$ cat config.mk
export PLATFORM = sky130hd
export DESIGN_NAME = uart_frame_parser
export DESIGN_NICKNAME = d
export VERILOG_FILES = /design/src/rtl/uart_frame_pkg.sv /design/src/rtl/uart_frame_buf.sv /design/src/rtl/uart_frame_parser.sv
export SDC_FILE = /design/constraint.sdc
export NUM_CORES = 1
export LEC_CHECK = 0
export ABC_CLOCK_PERIOD_IN_PS = 5900
export BUFFER_PORTS_ARGS = -buffer_cell sky130_fd_sc_hd__buf_4
export CAP_MARGIN = 20
export CORE_ASPECT_RATIO = 0.5
export CORE_MARGIN = 1.5
export CORE_UTILIZATION = 48
export CTS_BUF_LIST = sky130_fd_sc_hd__clkbuf_8
export CTS_CLUSTER_DIAMETER = 100
export DETAILED_ROUTE_END_ITERATION = 12
export GPL_ROUTABILITY_DRIVEN = 0
export SYNTH_ARGS = -nofsm -noshare
export SYNTH_HDL_FRONTEND = slang
export SYNTH_HIERARCHICAL = 1
export SYNTH_SLANG_ARGS = --single-unit
$ cat constraint.sdc
create_clock -name clk -period 5.9 [get_ports clk]
set_input_delay 0.885 -clock clk [delete_from_list [all_inputs] [get_ports clk]]
set_output_delay 0.885 -clock clk [all_outputs]
set_load 0.02 [all_outputs]
$ cat src/rtl/uart_frame_pkg.sv
// Shared types for the UART frame parser: FSM state encoding and error codes.
// Optional checksum byte is enabled by defining UART_FRAME_CSUM_EN.
package uart_frame_pkg;

    typedef enum logic [2:0] {
        S_HDR0    = 3'd0,
        S_HDR1    = 3'd1,
        S_LEN     = 3'd2,
        S_PAYLOAD = 3'd3,
        S_CSUM    = 3'd4,
        S_OUT     = 3'd5
    } state_t;

    localparam logic [1:0] ERR_NONE = 2'd0;
    localparam logic [1:0] ERR_LEN  = 2'd1;
    localparam logic [1:0] ERR_CSUM = 2'd2;
    localparam logic [1:0] ERR_IDLE = 2'd3;

endpackage

$ cat src/rtl/uart_frame_buf.sv
// Payload buffer: simple dual-port RAM, one write port and a registered read
// port with one cycle of latency. The read register holds when rd_en is low.
module uart_frame_buf #(
    parameter int DEPTH = 64,
    parameter int AW    = 6
) (
    input  logic          clk,
    input  logic          rst_n,
    input  logic          wr_en,
    input  logic [AW-1:0] wr_addr,
    input  logic [7:0]    wr_data,
    input  logic          rd_en,
    input  logic [AW-1:0] rd_addr,
    output logic [7:0]    rd_data
);

    logic [7:0] mem [DEPTH];

    always_ff @(posedge clk) begin
        if (wr_en) begin
            mem[wr_addr] <= wr_data;
        end
    end

    always_ff @(posedge clk or negedge rst_n) begin
        if (!rst_n) begin
            rd_data <= 8'h00;
        end else if (rd_en) begin
            rd_data <= mem[rd_addr];
        end
    end

endmodule

$ cat src/rtl/uart_frame_parser.sv
// Frame sequencer behind the UART byte receiver: header, length, payload and
// (when UART_FRAME_CSUM_EN is defined) checksum, then a ready/valid payload replay.
module uart_frame_parser
    import uart_frame_pkg::*;
#(
    parameter int         MAX_LEN = 64,
    parameter logic [7:0] HDR0    = 8'h55,
    parameter logic [7:0] HDR1    = 8'hAA
) (
    input  logic        clk,
    input  logic        rst_n,
    input  logic [7:0]  rx_data,
    input  logic        rx_data_valid,
    input  logic        rx_frame_ack,
    output logic [7:0]  frm_data,
    output logic        frm_valid,
    input  logic        frm_ready,
    output logic        frm_last,
    output logic        frm_ok,
    output logic        frm_err,
    output logic [1:0]  err_code,
    output logic [15:0] drop_cnt,
    output logic        busy
);

    localparam int         ADDR_W    = (MAX_LEN > 1) ? $clog2(MAX_LEN) : 1;
    localparam logic [7:0] MAX_LEN_B = 8'(MAX_LEN);

    state_t      state;
    logic [7:0]  len;
    logic [7:0]  wr_ptr;
    logic [7:0]  rd_ptr;
    logic        wr_en;
    logic        rd_en;
    logic        byte_in;
    logic        last_wr;
`ifdef UART_FRAME_CSUM_EN
    logic [7:0]  csum;
`endif

    // A beat transfers on a rising edge where frm_valid && frm_ready; while
    // frm_valid is high and frm_ready low, frm_data/frm_last hold and frm_valid
    // stays high. A new byte is fetched whenever the output slot is empty or
    // draining, giving one beat per cycle under constant frm_ready.
    assign byte_in = rx_data_valid && !rx_frame_ack;
    assign wr_en   = (state == S_PAYLOAD) && byte_in;
    assign last_wr = (wr_ptr == len - 8'd1);
    assign rd_en   = (state == S_OUT) && (rd_ptr != len) && (!frm_valid || frm_ready);
    assign busy    = (state != S_HDR0);

    uart_frame_buf #(
        .DEPTH (MAX_LEN),
        .AW    (ADDR_W)
    ) u_buf (
        .clk     (clk),
        .rst_n   (rst_n),
        .wr_en   (wr_en),
        .wr_addr (wr_ptr[ADDR_W-1:0]),
        .wr_data (rx_data),
        .rd_en   (rd_en),
        .rd_addr (rd_ptr[ADDR_W-1:0]),
        .rd_data (frm_data)
    );

    always_ff @(posedge clk or negedge rst_n) begin
        if (!rst_n) begin
            state     <= S_HDR0;
            len       <= 8'd0;
            wr_ptr    <= 8'd0;
            rd_ptr    <= 8'd0;
            frm_valid <= 1'b0;
            frm_last  <= 1'b0;
            frm_ok    <= 1'b0;
            frm_err   <= 1'b0;
            err_code  <= ERR_NONE;
            drop_cnt  <= 16'd0;
`ifdef UART_FRAME_CSUM_EN
            csum      <= 8'd0;
`endif
        end else begin
            frm_ok  <= 1'b0;
            frm_err <= 1'b0;

            if (rd_en) begin
                rd_ptr    <= rd_ptr + 8'd1;
                frm_valid <= 1'b1;
                frm_last  <= (rd_ptr == len - 8'd1);
            end else if (frm_ready) begin
                frm_valid <= 1'b0;
                frm_last  <= 1'b0;
            end

            case (state)
                S_HDR0: begin
                    if (byte_in && rx_data == HDR0) state <= S_HDR1;
                end
                S_HDR1: begin
                    if (rx_frame_ack) begin
                        state <= S_HDR0;
                    end else if (rx_data_valid) begin
                        if (rx_data == HDR1)      state <= S_LEN;
                        else if (rx_data != HDR0) state <= S_HDR0;
                    end
                end
                S_LEN: begin
                    if (rx_frame_ack) begin
                        frm_err  <= 1'b1;
                        err_code <= ERR_IDLE;
                        state    <= S_HDR0;
                    end else if (rx_data_valid) begin
                        len <= rx_data;
`ifdef UART_FRAME_CSUM_EN
                        csum <= rx_data;
`endif
                        if (rx_data > MAX_LEN_B) begin
                            frm_err  <= 1'b1;
                            err_code <= ERR_LEN;
                            state    <= S_HDR0;
                        end else if (rx_data == 8'd0) begin
`ifdef UART_FRAME_CSUM_EN
                            state  <= S_CSUM;
`else
                            frm_ok <= 1'b1;
                            state  <= S_HDR0;
`endif
                        end else begin
                            wr_ptr <= 8'd0;
                            state  <= S_PAYLOAD;
                        end
                    end
                end
                S_PAYLOAD: begin
                    if (rx_frame_ack) begin
                        frm_err  <= 1'b1;
                        err_code <= ERR_IDLE;
                        state    <= S_HDR0;
                    end else if (rx_data_valid) begin
                        wr_ptr <= wr_ptr + 8'd1;
`ifdef UART_FRAME_CSUM_EN
                        csum <= csum + rx_data;
                        if (last_wr) state <= S_CSUM;
`else
                        if (last_wr) begin
                            frm_ok <= 1'b1;
                            rd_ptr <= 8'd0;
                            state  <= S_OUT;
                        end
`endif
                    end
                end
`ifdef UART_FRAME_CSUM_EN
                S_CSUM: begin
                    if (rx_frame_ack) begin
                        frm_err  <= 1'b1;
                        err_code <= ERR_IDLE;
                        state    <= S_HDR0;
                    end else if (rx_data_valid) begin
                        if (rx_data == csum) begin
                            frm_ok <= 1'b1;
                            if (len != 8'd0) begin
                                rd_ptr <= 8'd0;
                                state  <= S_OUT;
                            end else begin
                                state <= S_HDR0;
                            end
                        end else begin
                            frm_err  <= 1'b1;
                            err_code <= ERR_CSUM;
                            state    <= S_HDR0;
                        end
                    end
                end
`endif
                S_OUT: begin
                    // Receiver keeps running while we replay; its bytes are lost.
                    if (byte_in && drop_cnt != 16'hFFFF) drop_cnt <= drop_cnt + 16'd1;
                    if (frm_valid && frm_ready && frm_last) state <= S_HDR0;
                end
                default: state <= S_HDR0;
            endcase
        end
    end

endmodule

### After elaboration in Yosys (flattened, before gate mapping)

Memory sizes are Yosys's and may differ from the RTL's. A register that Yosys moved wholly into a read port is not among the register bits.
Index checks and enable logic that the tools add are counted.

* output and inout bits: 31
* memory bits (read-only): 0
* bits in writable memories: 512
* register bits: 49
* input port bits: 13
* memories: 1
* bits in latches: 0

* reductions and logical operators: 22
* $lt $le $gt $ge: 1
* $add $sub $neg: 4
* bitwise gates (word level): 1
* shift-type cells: 0
* eq/ne operators: 26
* mux-type cells: 49
* multiply operators: 0
* divide/modulo/power cells: 0

Memory list
* u_buf.mem: depth 64, width 8, read ports 1, clocked after Yosys merged registers in 1, wr ports 1, RTL line uart_frame_buf.sv:17 `logic [7:0] mem [DEPTH];`

Operator list (number)
* $mux W8: 11
* $mux W3: 11
* $add A16 B1 Y16 const B: 1
* $add A8 B1 Y8 const B: 2
* $eq A8 B8 Y1: 2
* $mux W1: 16
* $ne A16 B16 Y1 const B: 1
* $ne A2 B2 Y1 const B: 8
* $pmux W8 S2: 1
* $ne A3 B3 Y1 const B: 5
* $pmux W3 S5: 1
* $reduce_and A7 Y1: 2
* $mux W2: 6
* $eq A8 B7 Y1 const B: 1
* $eq A8 B8 Y1 const B: 1
* $gt A8 B7 Y1 const B: 1
* $logic_and A1 B1 Y1: 8
* $logic_not A8 Y1: 1
* $ne A8 B7 Y1 const B: 1
* $ne A8 B8 Y1: 1
* $sub A8 B1 Y8 const B: 1
* $eq A3 B2 Y1 const B: 2
* $ne A4 B4 Y1 const B: 1
* $pmux W1 S2: 2
* 13 further kinds: 16

### Longest topological paths before layout

* word-level depth: 8
* depth in mapped cells: 11
* depth with buffers taken out: 8

### Hierarchy

Netlist, hierarchy kept.

Modules (own cells, without submodules)
* uart_frame_buf: times used 1, cells an instance 939, area each 20226.9 um2
* uart_frame_parser: times used 1, cells an instance 308, area each 2951.6 um2

### Worst setup path before layout

Ideal clock, no wire load.

* path type: in2reg
* start: in rx_frame_ack
* end: mem u_buf.mem[48][0], enable pin
* required time: 5517 ps
* stages on the path: 7
* library setup time: 383 ps
* arrival time: 2673 ps
* path slack: 2844 ps
* path through: buf_4 -> and2b_1 -> nand3_1 -> inv_1 -> nand3_1 -> or3_1 -> nor3_1

* cells in the longest elaborated chain, start to end: 5

RTL lines
* start, declared: RTL line uart_frame_parser.sv:14 `input logic rx_frame_ack,`
* $logic_not A1 Y1: RTL line uart_frame_parser.sv:45 `assign byte_in = rx_data_valid && !rx_frame_ack;`
* $logic_and A1 B1 Y1: RTL line uart_frame_parser.sv:45
* $logic_and A1 B1 Y1: RTL line uart_frame_parser.sv:46 `assign wr_en = (state == S_PAYLOAD) && byte_in;`
* via wr_en: RTL line uart_frame_parser.sv:33 `logic wr_en;`
* $mux W1: RTL line uart_frame_buf.sv:20 `if (wr_en) begin`
* $mux W1 (not written as such): RTL line uart_frame_buf.sv:21 `mem[wr_addr] <= wr_data;`
* end, declared: RTL line uart_frame_buf.sv:17

The timed path passes the listed nets, and every way through them passes these cells.

### Worst setup path after layout

* start: reg state[1]
* end: mem u_buf.mem[6][7], enable pin

* cells in the longest elaborated chain, start to end: 4

RTL lines
* start, declared: RTL line uart_frame_parser.sv:29 `state_t state;`
* start signal, assigned: RTL line uart_frame_parser.sv:67 `state <= S_HDR0;`
* start signal, assigned: RTL line uart_frame_parser.sv:95 `if (byte_in && rx_data == HDR0) state <= S_HDR1;`
* start signal, assigned: RTL line uart_frame_parser.sv:99 `state <= S_HDR0;`
* $eq A3 B2 Y1: RTL line uart_frame_parser.sv:46
* $logic_and A1 B1 Y1: RTL line uart_frame_parser.sv:46
* via wr_en: RTL line uart_frame_parser.sv:33
* $mux W1: RTL line uart_frame_buf.sv:20
* $mux W1 (not written as such): RTL line uart_frame_buf.sv:21

The timed path passes the listed nets, and every way through them passes these cells.

==> out/qor.yml <==
num_vias: 12000
fmax_mhz: 292
syn_to_final_growth_pct: 10.4
grt_pass1_wl_um: 79000
finalWirelength_um: 53400
cts_setup_buffers: 0
die_y_um: 158
htree_levels: 3
grt_pass1_vias: 12100
clk_path_buf_depth: 3
diodes: 0
ir_worst_vdd_v: 0.000174
initial_core_util: 0.491
drive_gt1_frac: 0.234
layout_setup_ws_ns: 2.48
cp.arrival_ns: 3.68
async_reset_ff_frac: 0.100
cts_buffers: 80
clock_sinks: 569
grt_start_max_net_pins: 93
synth.yosys.seq_area_share: 0.725
fin_setup_tns_ns: 0
core_region_area_um2: 47200
max-cap-violations: 0
cp-start-kind: "flip-flop"
netlist_instances: 1247
vias_per_cell: 5.94
worstPathRequired_ns: 6.16
rsz0062_at_grt: "false"
cts_tree: "built"
final_nets: 1335
io_pins: 44
finalCritPeriodShare: 0.580
groute.usage.overall: 0.220
die_area_um2: 49700
wl_per_cell_um: 26.5
dp_hpwl_um: 32800
die_w_um: 314
cts_resized: 0
slew_violations: 0
power.leakage_uw: 0.00827
powerDensity_nw_per_um2: 295
dr.pass1.iters: 5
insertion_delay_ns: 0.63
cts_root_buf: "clkbuf_8"
synth_edf_count: 512
pre_cts_ws_ns: 2.10
critPathMaxStageDelay_ns: 0.83
grt-ovfl-total: 0
synthDistinctLibCells: 65
final-hold-violation-count: 0
endpoint_kind: "flip-flop"
setup_violations: 0
syn_area_um2: 23200
layout_commonest_cell: "edfxtp_1"
syn_area_per_cell_um2: 18.6
worstSetupPathType: "flip-flop to flip-flop"
rows: 56
cp_max_fo: 8
worstPathCellList: "inv_1, nor2_1, nand3_1, inv_1, nor2b_1, nand3_1, nor2_1"
hold_path.class: "input pin to async pin"
ys_ff_latch: 569
hold_buffers: 0
status: "finished clean"
ant_nets: 0
clkSlewWorstSetupHoldPaths_ns: 0.07
synth_warnings: 6
clock_skew_ns: 0.0186
antenna_found_initial: 1
fillers: 3695
syn_nets: 1264
worst_pin_slew_ns: 0.983
port_buffers: 43
synth_ff_type: "edfxtp_1"
drcViolationCount: 0
mostFrequentLayoutCells: "edfxtp_1, mux4_2, nor2_1, clkbuf_8, dfrtp_1"
drt-initial-drc-count: 1151
critPathSlowestCell: "nor2_1"
min_period_ns: 3.42
timing.slew.headroom: 0.345
## area by class of cell
class                   count  area, um2  share of cell area
multi-input cells         592       5980               0.234
repair buffers             55        449              0.0175
flip-flops and latches    569      16800               0.657
inverters                  20       75.1             0.00293
clock inverters            61        353              0.0138
clock buffers              82       1130              0.0441
well taps                 638        798              0.0312
## per-stage QoR
| stage | hold slack, ns | power (uW) | cells | utilization | cell area (um2) |
|---|---|---|---|---|---|
| after CTS | 0.327 | 7630 | 2014 | 0.542 | 25600 |
| after global placement | 0.461 | 4720 | 1871 | 0.510 | 24100 |
| after detailed placement | 0.456 | 4730 | 1871 | 0.510 | 24100 |
| after floorplan | 0.523 | 4610 | 1247 | - | 23200 |
| final | 0.337 | 7540 | 2017 | 0.542 | 25600 |
| after global routing | 0.361 | 7810 | 2017 | 0.542 | 25600 |
## cells in the mapped netlist, types with 2 or more instances
master	count	share of area
buf_2	21	0.0045
edfxtp_1	512	0.66
xor2_1	28	0.011
nand2b_1	8	0.0022
o21ai_0	10	0.0022
and4_1	3	0.0011
a221oi_1	8	0.0030
o22ai_1	10	0.0027
and3_1	6	0.0016
dfrtp_1	57	0.062
mux2i_1	42	0.018
or4_1	2	0.00065
nand4_1	13	0.0035
a31oi_1	3	0.00081
nor3_1	10	0.0022
nand2_1	29	0.0047
mux2_2	42	0.020
buf_1	5	0.00081
mux4_2	120	0.12
a21oi_1	8	0.0017
nand4b_1	2	0.00076
ha_1	4	0.0022
or3_1	8	0.0022
a22oi_1	16	0.0052
o21ai_1	2	0.00043
nand3_1	28	0.0060
nor2_1	100	0.016
nor4_1	4	0.0011
buf_4	2	0.00065
nor3b_1	6	0.0019
nor2b_1	7	0.0019
buf_6	5	0.0024
o221ai_1	16	0.0060
inv_1	20	0.0032
and2_1	6	0.0016
xnor2_1	19	0.0072
clkbuf_1	33	0.0053
nand3b_1	5	0.0016
## per-layer routing
metal | vias up | wire, um | GRT usage | share of wire
li1 | 5167 | - | - | -
met1 | 6327 | 24000 | 0.319 | 0.45
met2 | 417 | 24500 | 0.338 | 0.46
met3 | 66 | 4230 | 0.0583 | 0.079
met4 | 0 | 692 | 0.0504 | 0.013
met5 | - | 0 | 0 | 0
## worst max-delay path: cells and delay by family, from the launching register on
kind	cells	cell delay (ns)
flops	1	0.45
buf+inv	2	0.44
simple gates	5	2.14
## flip-flops by register name, indices dropped and copies added (netlist names)
name / count
wr_ptr: 8
u_buf/mem: 512
u_buf/rd_data: 8
frm_last: 1
rd_ptr: 8
frm_valid: 1
state: 3
frm_ok: 1
drop_cnt: 16
frm_err: 1
len: 8
err_code: 2
## cell families (layout without fill, tap and decap cells)
family,Yosys count,count (layout),share of synthesized area
flops,569,569,0.725
simple gates,248,248,0.0540
mux,204,204,0.155
compound gates,89,89,0.0291
buf+inv,86,218,0.0170
xor+xnor,47,47,0.0178
fa+ha+maj,4,4,0.00216
## where the power goes
group | switching, uW | total [uW] | internal (uW)
logic | 146 | 212 | 66.3
clock network | 1440 | 2910 | 1470
registers | 23.3 | 4420 | 4400
total | 1610 | 7540 | 5930
## worst paths after layout
path                                                  end  cells after the start  slack [ns]                     from
worst max-delay path            u_buf/mem[6][7]$_DFFE_PP_                      7        2.48     state[1]$_DFFE_PN0P_
worst min-delay path                frm_valid$_DFFE_PN0P_                      1        0.34                    rst_n
worst min register to register    err_code[0]$_DFFE_PN0P_                      1        0.48  err_code[0]$_DFFE_PN0P_
max in group asynchronous             rd_ptr[0]$_DFF_PN0_                      1        4.97                    rst_n
worst max register to register  u_buf/mem[6][7]$_DFFE_PP_                      7        2.48     state[1]$_DFFE_PN0P_
min in group clk                  err_code[0]$_DFFE_PN0P_                      1        0.48  err_code[0]$_DFFE_PN0P_
Power figures use the tool's default switching activity.
